File: src/rtl/horn_friends_enum_if.sv
// Fact-load, query and solution-stream signals of the horn_friends_enum solver.
// The master side is the host; the slave side is the solver.
interface horn_friends_enum_if #(
    parameter int ATOM_W    = 3,
    parameter int NUM_FACTS = 4
);
    localparam int IDX_W = (NUM_FACTS > 1) ? $clog2(NUM_FACTS) : 1;

    logic              fact_we;
    logic [IDX_W-1:0]  fact_idx;
    logic              fact_en;
    logic [ATOM_W-1:0] fact_a;
    logic [ATOM_W-1:0] fact_b;
    logic              q_valid;
    logic              q_ready;
    logic              q_mode;
    logic [ATOM_W-1:0] q_a;
    logic [ATOM_W-1:0] q_b;
    logic              s_valid;
    logic              s_ready;
    logic              s_hit;
    logic [ATOM_W-1:0] s_b;
    logic [ATOM_W-1:0] s_c;
    logic              s_last;
    logic              busy;

    modport master (
        output fact_we, fact_idx, fact_en, fact_a, fact_b,
        output q_valid, q_mode, q_a, q_b, s_ready,
        input  q_ready, s_valid, s_hit, s_b, s_c, s_last, busy
    );

    modport slave (
        input  fact_we, fact_idx, fact_en, fact_a, fact_b,
        input  q_valid, q_mode, q_a, q_b, s_ready,
        output q_ready, s_valid, s_hit, s_b, s_c, s_last, busy
    );
endinterface

File: src/rtl/horn_friends_enum.sv
// Clocked solver for friends(A,B) :- enemies(A,C), enemies(C,B), A != B over a
// loadable hates/2 table; searches C (and B in ENUM mode) one pair per cycle.
module horn_friends_enum #(
    parameter int ATOM_W    = 3,
    parameter int NUM_ATOMS = 6,
    parameter int NUM_FACTS = 4
) (
    input logic                clk,
    input logic                rst,
    horn_friends_enum_if.slave bus
);
    localparam int IDX_W = (NUM_FACTS > 1) ? $clog2(NUM_FACTS) : 1;
    localparam logic [ATOM_W-1:0] LAST_ATOM = ATOM_W'(NUM_ATOMS - 1);

    typedef enum logic [1:0] {
        ST_IDLE = 2'd0,
        ST_SCAN = 2'd1,
        ST_EMIT = 2'd2
    } state_t;

    state_t                           state_r, state_s;
    logic [NUM_FACTS-1:0]             fen_r;
    logic [NUM_FACTS-1:0][ATOM_W-1:0] fa_r, fb_r;
    logic [IDX_W-1:0]                 widx_s;
    logic [ATOM_W-1:0]                a_r, a_s, b_r, b_s, c_r, c_s;
    logic                             mode_r, mode_s;
    logic                             s_valid_r, s_valid_s, s_hit_r, s_hit_s;
    logic [ATOM_W-1:0]                s_b_r, s_b_s, s_c_r, s_c_s;
    logic                             s_last_r, s_last_s;
    logic                             q_ready_r, q_ready_s, busy_r, busy_s;
    logic                             pair_hit_s;

    // Symmetric closure of hates/2 over every enabled slot.
    function automatic logic enemies_f(
        input logic [ATOM_W-1:0]                x,
        input logic [ATOM_W-1:0]                y,
        input logic [NUM_FACTS-1:0]             en,
        input logic [NUM_FACTS-1:0][ATOM_W-1:0] fa,
        input logic [NUM_FACTS-1:0][ATOM_W-1:0] fb
    );
        logic hit;
        hit = 1'b0;
        for (int i = 0; i < NUM_FACTS; i++) begin
            if (en[i] && (((fa[i] == x) && (fb[i] == y)) || ((fa[i] == y) && (fb[i] == x)))) begin
                hit = 1'b1;
            end else begin
                hit = hit;
            end
        end
        return hit;
    endfunction

    assign widx_s     = bus.fact_idx;
    assign pair_hit_s = enemies_f(a_r, c_r, fen_r, fa_r, fb_r) &
                        enemies_f(c_r, b_r, fen_r, fa_r, fb_r) & (a_r != b_r);

    // Fact table: writable only while idle, so a running query sees a frozen table.
    always_ff @(posedge clk) begin
        if (rst) begin
            fen_r <= '0;
            fa_r  <= '0;
            fb_r  <= '0;
        end else if (bus.fact_we && (state_r == ST_IDLE) && (int'(widx_s) < NUM_FACTS)) begin
            fen_r[widx_s] <= bus.fact_en;
            fa_r[widx_s]  <= bus.fact_a;
            fb_r[widx_s]  <= bus.fact_b;
        end
    end

    // Next-state, search counters and next values of the registered outputs.
    always_comb begin
        state_s  = state_r;
        a_s      = a_r;
        b_s      = b_r;
        c_s      = c_r;
        mode_s   = mode_r;
        s_hit_s  = s_hit_r;
        s_b_s    = s_b_r;
        s_c_s    = s_c_r;
        s_last_s = s_last_r;
        case (state_r)
            ST_IDLE: begin
                if (bus.q_valid) begin
                    a_s     = bus.q_a;
                    mode_s  = bus.q_mode;
                    b_s     = bus.q_mode ? '0 : bus.q_b;
                    c_s     = '0;
                    state_s = ST_SCAN;
                end else begin
                    state_s = ST_IDLE;
                end
            end
            ST_SCAN: begin
                if (pair_hit_s) begin
                    s_hit_s  = 1'b1;
                    s_b_s    = b_r;
                    s_c_s    = c_r;
                    s_last_s = ~mode_r;
                    state_s  = ST_EMIT;
                end else if (c_r < LAST_ATOM) begin
                    c_s = c_r + 1'b1;
                end else if (!mode_r) begin
                    s_hit_s  = 1'b0;
                    s_b_s    = b_r;
                    s_c_s    = '0;
                    s_last_s = 1'b1;
                    state_s  = ST_EMIT;
                end else if (b_r < LAST_ATOM) begin
                    b_s = b_r + 1'b1;
                    c_s = '0;
                end else begin
                    s_hit_s  = 1'b0;
                    s_b_s    = '0;
                    s_c_s    = '0;
                    s_last_s = 1'b1;
                    state_s  = ST_EMIT;
                end
            end
            ST_EMIT: begin
                if (bus.s_ready) begin
                    if (s_last_r) begin
                        state_s = ST_IDLE;
                    end else if (b_r < LAST_ATOM) begin
                        b_s     = b_r + 1'b1;
                        c_s     = '0;
                        state_s = ST_SCAN;
                    end else begin
                        // Hit on the highest B: only the terminator remains.
                        s_hit_s  = 1'b0;
                        s_b_s    = '0;
                        s_c_s    = '0;
                        s_last_s = 1'b1;
                        state_s  = ST_EMIT;
                    end
                end else begin
                    state_s = ST_EMIT;
                end
            end
            default: begin
                state_s = ST_IDLE;
            end
        endcase
        s_valid_s = (state_s == ST_EMIT);
        q_ready_s = (state_s == ST_IDLE);
        busy_s    = (state_s != ST_IDLE);
    end

    // State, search registers and registered stream outputs.
    always_ff @(posedge clk) begin
        if (rst) begin
            state_r   <= ST_IDLE;
            a_r       <= '0;
            b_r       <= '0;
            c_r       <= '0;
            mode_r    <= 1'b0;
            s_valid_r <= 1'b0;
            s_hit_r   <= 1'b0;
            s_b_r     <= '0;
            s_c_r     <= '0;
            s_last_r  <= 1'b0;
            q_ready_r <= 1'b1;
            busy_r    <= 1'b0;
        end else begin
            state_r   <= state_s;
            a_r       <= a_s;
            b_r       <= b_s;
            c_r       <= c_s;
            mode_r    <= mode_s;
            s_valid_r <= s_valid_s;
            s_hit_r   <= s_hit_s;
            s_b_r     <= s_b_s;
            s_c_r     <= s_c_s;
            s_last_r  <= s_last_s;
            q_ready_r <= q_ready_s;
            busy_r    <= busy_s;
        end
    end

    assign bus.q_ready = q_ready_r;
    assign bus.s_valid = s_valid_r;
    assign bus.s_hit   = s_hit_r;
    assign bus.s_b     = s_b_r;
    assign bus.s_c     = s_c_r;
    assign bus.s_last  = s_last_r;
    assign bus.busy    = busy_r;
endmodule

File: src/flat_wrapper.sv
// flat-port wrapper written by rule: the top's interface ports become plain ports
module horn_friends_enum_flat 
#(
    parameter int ATOM_W    = 3,
    parameter int NUM_ATOMS = 6,
    parameter int NUM_FACTS = 4
)
  (clk, rst, bus_fact_we, bus_fact_idx, bus_fact_en, bus_fact_a, bus_fact_b, bus_q_valid, bus_q_mode, bus_q_a, bus_q_b, bus_s_ready, bus_q_ready, bus_s_valid, bus_s_hit, bus_s_b, bus_s_c, bus_s_last, bus_busy);
  horn_friends_enum_if #(.ATOM_W(ATOM_W), .NUM_FACTS(NUM_FACTS)) bus_i ();
  input logic clk;
  input logic rst;
  input wire logic [$bits(bus_i.fact_we)-1:0] bus_fact_we;
  input wire logic [$bits(bus_i.fact_idx)-1:0] bus_fact_idx;
  input wire logic [$bits(bus_i.fact_en)-1:0] bus_fact_en;
  input wire logic [$bits(bus_i.fact_a)-1:0] bus_fact_a;
  input wire logic [$bits(bus_i.fact_b)-1:0] bus_fact_b;
  input wire logic [$bits(bus_i.q_valid)-1:0] bus_q_valid;
  input wire logic [$bits(bus_i.q_mode)-1:0] bus_q_mode;
  input wire logic [$bits(bus_i.q_a)-1:0] bus_q_a;
  input wire logic [$bits(bus_i.q_b)-1:0] bus_q_b;
  input wire logic [$bits(bus_i.s_ready)-1:0] bus_s_ready;
  output wire logic [$bits(bus_i.q_ready)-1:0] bus_q_ready;
  output wire logic [$bits(bus_i.s_valid)-1:0] bus_s_valid;
  output wire logic [$bits(bus_i.s_hit)-1:0] bus_s_hit;
  output wire logic [$bits(bus_i.s_b)-1:0] bus_s_b;
  output wire logic [$bits(bus_i.s_c)-1:0] bus_s_c;
  output wire logic [$bits(bus_i.s_last)-1:0] bus_s_last;
  output wire logic [$bits(bus_i.busy)-1:0] bus_busy;
  assign bus_i.fact_we = bus_fact_we;
  assign bus_i.fact_idx = bus_fact_idx;
  assign bus_i.fact_en = bus_fact_en;
  assign bus_i.fact_a = bus_fact_a;
  assign bus_i.fact_b = bus_fact_b;
  assign bus_i.q_valid = bus_q_valid;
  assign bus_i.q_mode = bus_q_mode;
  assign bus_i.q_a = bus_q_a;
  assign bus_i.q_b = bus_q_b;
  assign bus_i.s_ready = bus_s_ready;
  assign bus_q_ready = bus_i.q_ready;
  assign bus_s_valid = bus_i.s_valid;
  assign bus_s_hit = bus_i.s_hit;
  assign bus_s_b = bus_i.s_b;
  assign bus_s_c = bus_i.s_c;
  assign bus_s_last = bus_i.s_last;
  assign bus_busy = bus_i.busy;
  horn_friends_enum #(.ATOM_W(ATOM_W), .NUM_ATOMS(NUM_ATOMS), .NUM_FACTS(NUM_FACTS)) u_core (.clk(clk), .rst(rst), .bus(bus_i));
endmodule
File: config.mk
export PLATFORM = sky130hd
export DESIGN_NAME = horn_friends_enum_flat
export DESIGN_NICKNAME = d
export VERILOG_FILES = /design/src/rtl/horn_friends_enum_if.sv /design/src/rtl/horn_friends_enum.sv /design/src/flat_wrapper.sv
export SDC_FILE = /design/constraint.sdc
export NUM_CORES = 1
export LEC_CHECK = 0
export CORE_MARGIN = 2
export CORE_UTILIZATION = 25
export CTS_CLUSTER_SIZE = 28
export DETAILED_ROUTE_END_ITERATION = 10
export PLACE_DENSITY = 0.42
export SLEW_MARGIN = 30
export SYNTH_ARGS = -nofsm -noshare
export SYNTH_HDL_FRONTEND = slang
export SYNTH_SLANG_ARGS = --single-unit
File: constraint.sdc
create_clock -name clk -period 2.3 [get_ports clk]
set_input_delay 0.46 -clock clk [delete_from_list [all_inputs] [get_ports clk]]
set_output_delay 0.46 -clock clk [all_outputs]
set_load 0.02 [all_outputs]
==> results.json, run 1 <==
{
  "outcome": "completed",
  "cp_num_buf_inv": 1,
  "p_per_area_nw_per_um2": 534,
  "crit_chain": "buf_6 > xnor2_1 > nand3_1 > o22ai_2 > a22oi_2 > a32oi_4 > nand2_4 > a2111oi_4 > a22o_1",
  "critPathRequiredTime_ns": 2.54,
  "synth_cell_types": 55,
  "p_leak_nw": 1.80,
  "gp_congestion": 0.798,
  "dieHeight_microns": 118,
  "wl_per_cell_microns": 15.9,
  "grt.met2_usage_pct": 22.0,
  "drtIter0Drc": 151,
  "arrival_ns": 2.49,
  "vdd.ir_drop.worst_mv": 0.271,
  "grt.busiest_layer": "met2",
  "ys_ff_latch": 51,
  "synth_area_per_cell_sq_um": 8.81,
  "finalWirelength_mm": 9.51,
  "ctsHtreeMaxLevel": 2,
  "max-cap-violations": 0,
  "cpMaxStageDelayCell": "a2111oi_4",
  "hold_violations": 0,
  "max_stage_delay_ns": 0.43,
  "cp_max_fo": 7,
  "path_clk_slew_ns": 0.07,
  "synth_area_sq_um": 3270,
  "skew_ns": 0.00925,
  "die_x_microns": 118,
  "final_antenna_net_count": 0,
  "nets": 451,
  "setup_violations": 0,
  "ys_warn_count": 0,
  "synth_flop_cell": "dfxtp_1",
  "cts_buffers": 5,
  "critPathCaptureType": "register",
  "path_class": "register to register",
  "initial_core_util_pct": 25.8,
  "async_flop_share_pct": 0,
  "area_growth_pct": 39.7,
  "slew_headroom_pct": 62.0,
  "use_met1_pct": 18.1,
  "filler_cell_count": 1317,
  "layout-drive-gt1-share_pct": 25.2,
  "syn_nets": 398,
  "rsz0062_at_grt": "yes",
  "final_max_slew_viol_count": 0,
  "vias_per_cell": 4.80,
  "met3_usage_pct": 2.12,
  "holdCritPathClass": "register to register",
  "worst_pin_slew_ns": 0.564,
  "finalCritPeriodShare_pct": 97.8,
  "vias": 2868,
  "grt_first_pass_wirelength_mm": 15.1,
  "synth_edf_count": 0,
  "ys_seq_area_share_pct": 31.2,
  "setup_slack_ns": 0.0514,
  "grt_antenna_before_repair": 0,
  "grt_usage_pct": 13.5,
  "dieArea_sq_um": 14000,
  "cts_sinks": 51,
  "cts_root_buf": "clkbuf_16",
  "finalCriticalPeriod_ns": 2.25,
  "post-route-util_pct": 36.0,
  "overflow": 0,
  "hpwl_mm": 6.83,
  "drt-pass1-iter-count": 4,
  "crit_family": "compound AO/OA/AOI/OAI gates",
  "ios": 32,
  "diodes": 0,
  "start_kind": "register",
  "grt_pass1_vias": 2864,
  "clock_path_buffers": 2,
  "core.rowCount": 41,
  "grt_max_degree": 24,
  "max_freq_mhz": 445,
  "synth_cells": 371,
  "core_sq_um": 12700,
  "port-buffer-count": 31,
  "cts_tree": "done",
  "worstSkewPairLatency_ns": 0.30,
  "place_ws_ns": -0.107,
  "drc_errors": 0
}
## layout by cell type (no fill, tap or decap), types with 9 or more instances in the layout
| master | Yosys | layout |
|---|---|---|
| xnor2_2 | 2 | 19 |
| a21oi_1 | 13 | 13 |
| buf_4 | 3 | 25 |
| clkdlybuf4s50_1 | 0 | 30 |
| nand3_1 | 22 | 17 |
| xnor2_1 | 49 | 31 |
| dfxtp_1 | 51 | 43 |
| o21ai_0 | 9 | 9 |
| mux2i_1 | 23 | 23 |
| nand2_1 | 37 | 37 |
| nor2_1 | 31 | 31 |
| xor2_1 | 24 | 24 |
## cells in the mapped netlist, types with 6 or more instances
master    instances  area, sq um
nand3_1          22          110
clkbuf_1          6         22.5
a21oi_1          13         65.1
nor4_1            8         50.1
o21ai_0           9         45.0
xor2_1           24          210
nand2b_1          7         43.8
inv_1             7         26.3
dfxtp_1          51         1020
mux2i_1          23          230
nor2_1           31          116
ha_1              6         75.1
xnor2_1          49          429
a22o_1            8         70.1
o21ai_1           6         30.0
nand2_1          37          139
## flip-flops by register name (all words and copies together) (netlist names)
signal	flops
u_core.bus.s_valid	1
u_core.bus.busy	1
u_core.bus.s_b	3
u_core.bus.s_c	3
u_core.bus.q_ready	1
u_core.mode_r	1
u_core.fa_r	12
u_core.fen_r	4
u_core.state_r	2
u_core.c_r	3
u_core.b_r	3
u_core.fb_r	12
u_core.a_r	3
u_core.bus.s_last	1
u_core.bus.s_hit	1
## metrics by stage
step / cells / setup TNS, ns / hold WS, ns / instance area, sq um / total power [mW]
6_report: 597 / 0 / 0.484 / 4570 / 2.44
5_1_grt: 597 / -0.222 / 0.506 / 4570 / 2.55
4_1_cts: 585 / 0 / 0.489 / 4100 / 2.35
3_5_place_dp: 577 / -0.963 / 0.474 / 3930 / 1.49
3_3_place_gp: 577 / -0.271 / 0.472 / 3930 / 1.48
2_1_floorplan: 371 / 0 / 0.459 / 3270 / 1.32
## layer usage
metal  routed length [microns]  part of all wire (%)  vias to the layer above
met5                         0                     0                        -
met4                       150                   1.6                        0
met3                       244                   2.6                       10
met2                      4440                    47                       55
met1                      4680                    49                     1390
li1                          -                     -                     1413
## what timing repair did
item	in CTS	in global routing
pin swaps	1	29
setup buffers	0	9
gates cloned	0	3
endpoints found under the setup margin	14	18
gates resized for setup	2	57
hold buffers	0	0
## cells by family after synthesis
| group | Yosys count | synth area share (%) |
|---|---|---|
| buffers and inverters | 28 | 4.82 |
| adders and majority gates | 6 | 2.30 |
| DFF | 51 | 31.2 |
| xor gates and xnor gates | 75 | 20.6 |
| AOI/OAI and AO/OA | 71 | 17.2 |
| and+or+nand+nor | 117 | 16.8 |
| muxes | 23 | 7.04 |
## final timing paths
kind	start	endpoint	slack [ns]	cells past startpoint
min reg2reg	u_core.bus.s_c[1]	u_core.bus.s_c[1]	0.48	1
max	u_core.b_r[2]	u_core.bus.s_b[1]	0.05	9
min	u_core.bus.s_c[1]	u_core.bus.s_c[1]	0.48	1
max reg2reg	u_core.b_r[2]	u_core.bus.s_b[1]	0.05	9
## report_power, final
part	leakage [nW]	total [mW]	switching (mW)	internal, mW
combinational	1.30	0.612	0.299	0.312
sequential	0.419	0.967	0.0542	0.913
clock	0.0838	0.858	0.344	0.514
## layout make-up
type	instances	area [sq um]	area share (%)
clock buffers	5	125	2.74
inverters	7	26.3	0.575
flip-flops and latches	51	1040	22.8
clock inverters	3	43.8	0.959
repair buffers	67	719	15.8
multi-input cells	292	2390	52.5
well taps	172	215	4.71
## worst reg2reg max path: stages, from the launching register on
cell,delay [ns]
dfxtp_1,0.32
buf_6,0.14
xnor2_1,0.19
nand3_1,0.13
o22ai_2,0.21
a22oi_2,0.12
a32oi_4,0.34
nand2_4,0.14
a2111oi_4,0.43
a22o_1,0.17
(Power assumes the default switching activity.)
==> inputs of run 2 (changes only) <==
--- a/config.mk
+++ b/config.mk
@@ -5,12 +5,12 @@
 export SDC_FILE = /design/constraint.sdc
 export NUM_CORES = 1
 export LEC_CHECK = 0
+export CORE_ASPECT_RATIO = 0.75
 export CORE_MARGIN = 2
 export CORE_UTILIZATION = 25
 export CTS_CLUSTER_SIZE = 28
 export DETAILED_ROUTE_END_ITERATION = 10
-export PLACE_DENSITY = 0.42
-export SLEW_MARGIN = 30
+export PLACE_DENSITY = 0.52
 export SYNTH_ARGS = -nofsm -noshare
 export SYNTH_HDL_FRONTEND = slang
 export SYNTH_SLANG_ARGS = --single-unit
==> run 2 against run 1 <==
Non-clock buffer count shrank 5; clock power rose by 1%; final cell count down 1.0%; cell area decreased by 3.2%; worst setup slack improved by 0.020 ns; die area hardly changed; clock skew down 0.0017 ns; first-iteration DRC count grew 11%; global-route usage fell by 0.36 points; sequential power decreased by 0.9%; critical path depth stayed put; maximum frequency up 0.88%; critical endpoint is now u_core.bus.s_b[2].
==> results.json, run 2 (synthesis results as in run 1) <==
{
  "outcome": "completed",
  "reg_top3": "u_core.fa_r x12, u_core.fb_r x12, u_core.fen_r x4",
  "cts_root_buf": "clkbuf_16",
  "setup_violations": 0,
  "setup_slack_ns": 0.0710,
  "final_antenna_net_count": 0,
  "path_clk_slew_ns": 0.07,
  "holdCritPathClass": "register to register",
  "cts_tree": "done",
  "grt_pass1_vias": 2662,
  "place_inst": 575,
  "arrival_ns": 2.47,
  "ctsHtreeMaxLevel": 2,
  "ios": 32,
  "path_class": "register to register",
  "holdBufCountCts": 0,
  "max_stage_delay_ns": 0.41,
  "gp_congestion": 0.838,
  "slew_headroom_pct": 61.9,
  "critPathRequiredTime_ns": 2.54,
  "hold_end": "u_core.bus.s_b[1]",
  "finalWirelength_mm": 9.45,
  "drt-pass1-iter-count": 4,
  "dieArea_sq_um": 14000,
  "start_kind": "register",
  "final_max_slew_viol_count": 0,
  "ff2ff_path_depth": 9,
  "reg2reg_from": "u_core.c_r[1]",
  "core_sq_um": 12900,
  "hold_violations": 0,
  "initial_core_util_pct": 25.4,
  "cts_sinks": 51,
  "grt_first_pass_wirelength_mm": 14.4,
  "layout-drive-gt1-share_pct": 20.7,
  "p_leak_nw": 1.74,
  "holdPathStages": 1,
  "post-route-util_pct": 34.3,
  "drtIter0Drc": 168,
  "cts_buffers": 5,
  "p_total_mw": 2.44,
  "fin_cells": 591,
  "port-buffer-count": 31,
  "cp_num_buf_inv": 1,
  "crit_chain": "buf_12 > xnor2_4 > nand3_2 > nor4_2 > o21ai_1 > nand4_4 > nand2_4 > a2111oi_4 > a22o_1",
  "final_common_cell": "dfxtp_1",
  "dieHeight_microns": 103,
  "drc_errors": 0,
  "area_growth_pct": 35.2,
  "rrSetupSlack_ns": 0.07,
  "cp_max_fo": 7,
  "skew_ns": 0.00753,
  "clock_path_buffers": 2,
  "place_ws_ns": 0.0836,
  "nets": 446,
  "p_per_area_nw_per_um2": 551,
  "final_cell_mix": "dfxtp_1 (45), xnor2_1 (39), nand2_1 (37), nor2_1 (31), clkdlybuf4s50_1 (31)",
  "crit_family": "simple AND/OR/NAND/NOR gates",
  "hp-start": "u_core.bus.s_b[1]",
  "die_x_microns": 136,
  "vdd.ir_drop.worst_mv": 0.348,
  "rsz0062_at_grt": "yes",
  "r2r_end": "u_core.bus.s_b[2]",
  "max_freq_mhz": 449,
  "finalCritPeriodShare_pct": 96.9,
  "critPathCaptureType": "register",
  "grt_usage_pct": 13.2,
  "overflow": 0,
  "vias_per_cell": 4.79,
  "grt_antenna_before_repair": 0,
  "worstSkewPairLatency_ns": 0.29,
  "diodes": 0,
  "vias": 2829,
  "hpwl_mm": 6.72,
  "finalCriticalPeriod_ns": 2.23,
  "core.rowCount": 36,
  "grt_max_degree": 26,
  "worst_pin_slew_ns": 0.569,
  "max-cap-violations": 0,
  "wl_per_cell_microns": 16.0,
  "cpMaxStageDelayCell": "a2111oi_4"
}
-- run 2: cell count changes in the layout (fill, tap and decap cells not counted), sizes merged --
cell and delta:
buf -5, clkdlybuf4s50 +1, clkinv -1
-- run 2: worst register-to-register path: stages, from the launching register on --
cell,delay [ns]
dfxtp_4,0.37
buf_12,0.15
xnor2_4,0.14
nand3_2,0.13
nor4_2,0.35
o21ai_1,0.16
nand4_4,0.18
nand2_4,0.10
a2111oi_4,0.41
a22o_1,0.18
-- run 2: how the worst max path moves through the flow --
| stage | depth (start not counted) | slack [ns] | start | endpoint |
|---|---|---|---|---|
| floorplan | 9 | 0.30 | u_core.c_r[0] | u_core.bus.s_b[0] |
| global placement | 9 | 0.1 | bus_s_ready | u_core.bus.s_b[0] |
| detailed placement | 9 | 0.08 | bus_s_ready | u_core.bus.s_b[2] |
| CTS | 9 | 0.05 | u_core.c_r[2] | u_core.bus.s_c[1] |
| global route | 9 | -0.07 | u_core.c_r[1] | u_core.bus.s_b[2] |
| finish | 9 | 0.07 | u_core.c_r[1] | u_core.bus.s_b[2] |
-- run 2: final cells by class --
class	instances	area (sq um)
clock inverter	2	35.0
fill	1330	8460
sequential	51	1030
multi-input combinational	292	2290
clock buffer	6	139
inverter	7	26.3
timing repair buffer	62	678
tap	171	214
-- run 2: metal layers --
layer	part of all wire [%]	vias up	track usage, %	wire, microns
met3	4.6	8	3.05	431
met2	45	57	21.1	4220
met4	1.1	0	3.21	101
li1	-	1394	-	-
met5	0	-	0	0
met1	50	1370	17.9	4690
-- run 2: stage by stage --
step                instance area [sq um]  setup TNS (ns)  hold WS [ns]
floorplan                            3270               0         0.459
global route                         4420          -0.431         0.517
CTS                                  4110               0         0.492
finish                               4420               0         0.497
detailed placement                   3930               0         0.463
global placement                     3930               0         0.474
-- run 2: report_power, final --
| group | internal, mW | total [mW] | switching, mW |
|---|---|---|---|
| sequential | 0.914 | 0.958 | 0.0439 |
| clock | 0.542 | 0.870 | 0.328 |
| combinational | 0.300 | 0.608 | 0.308 |
| total | 1.76 | 2.44 | 0.680 |
-- run 2: repair_timing --
| item | CTS | global route |
|---|---|---|
| endpoints found under the setup margin | 0 | 12 |
| setup buffers | 0 | 6 |
| gates resized for setup | 0 | 39 |
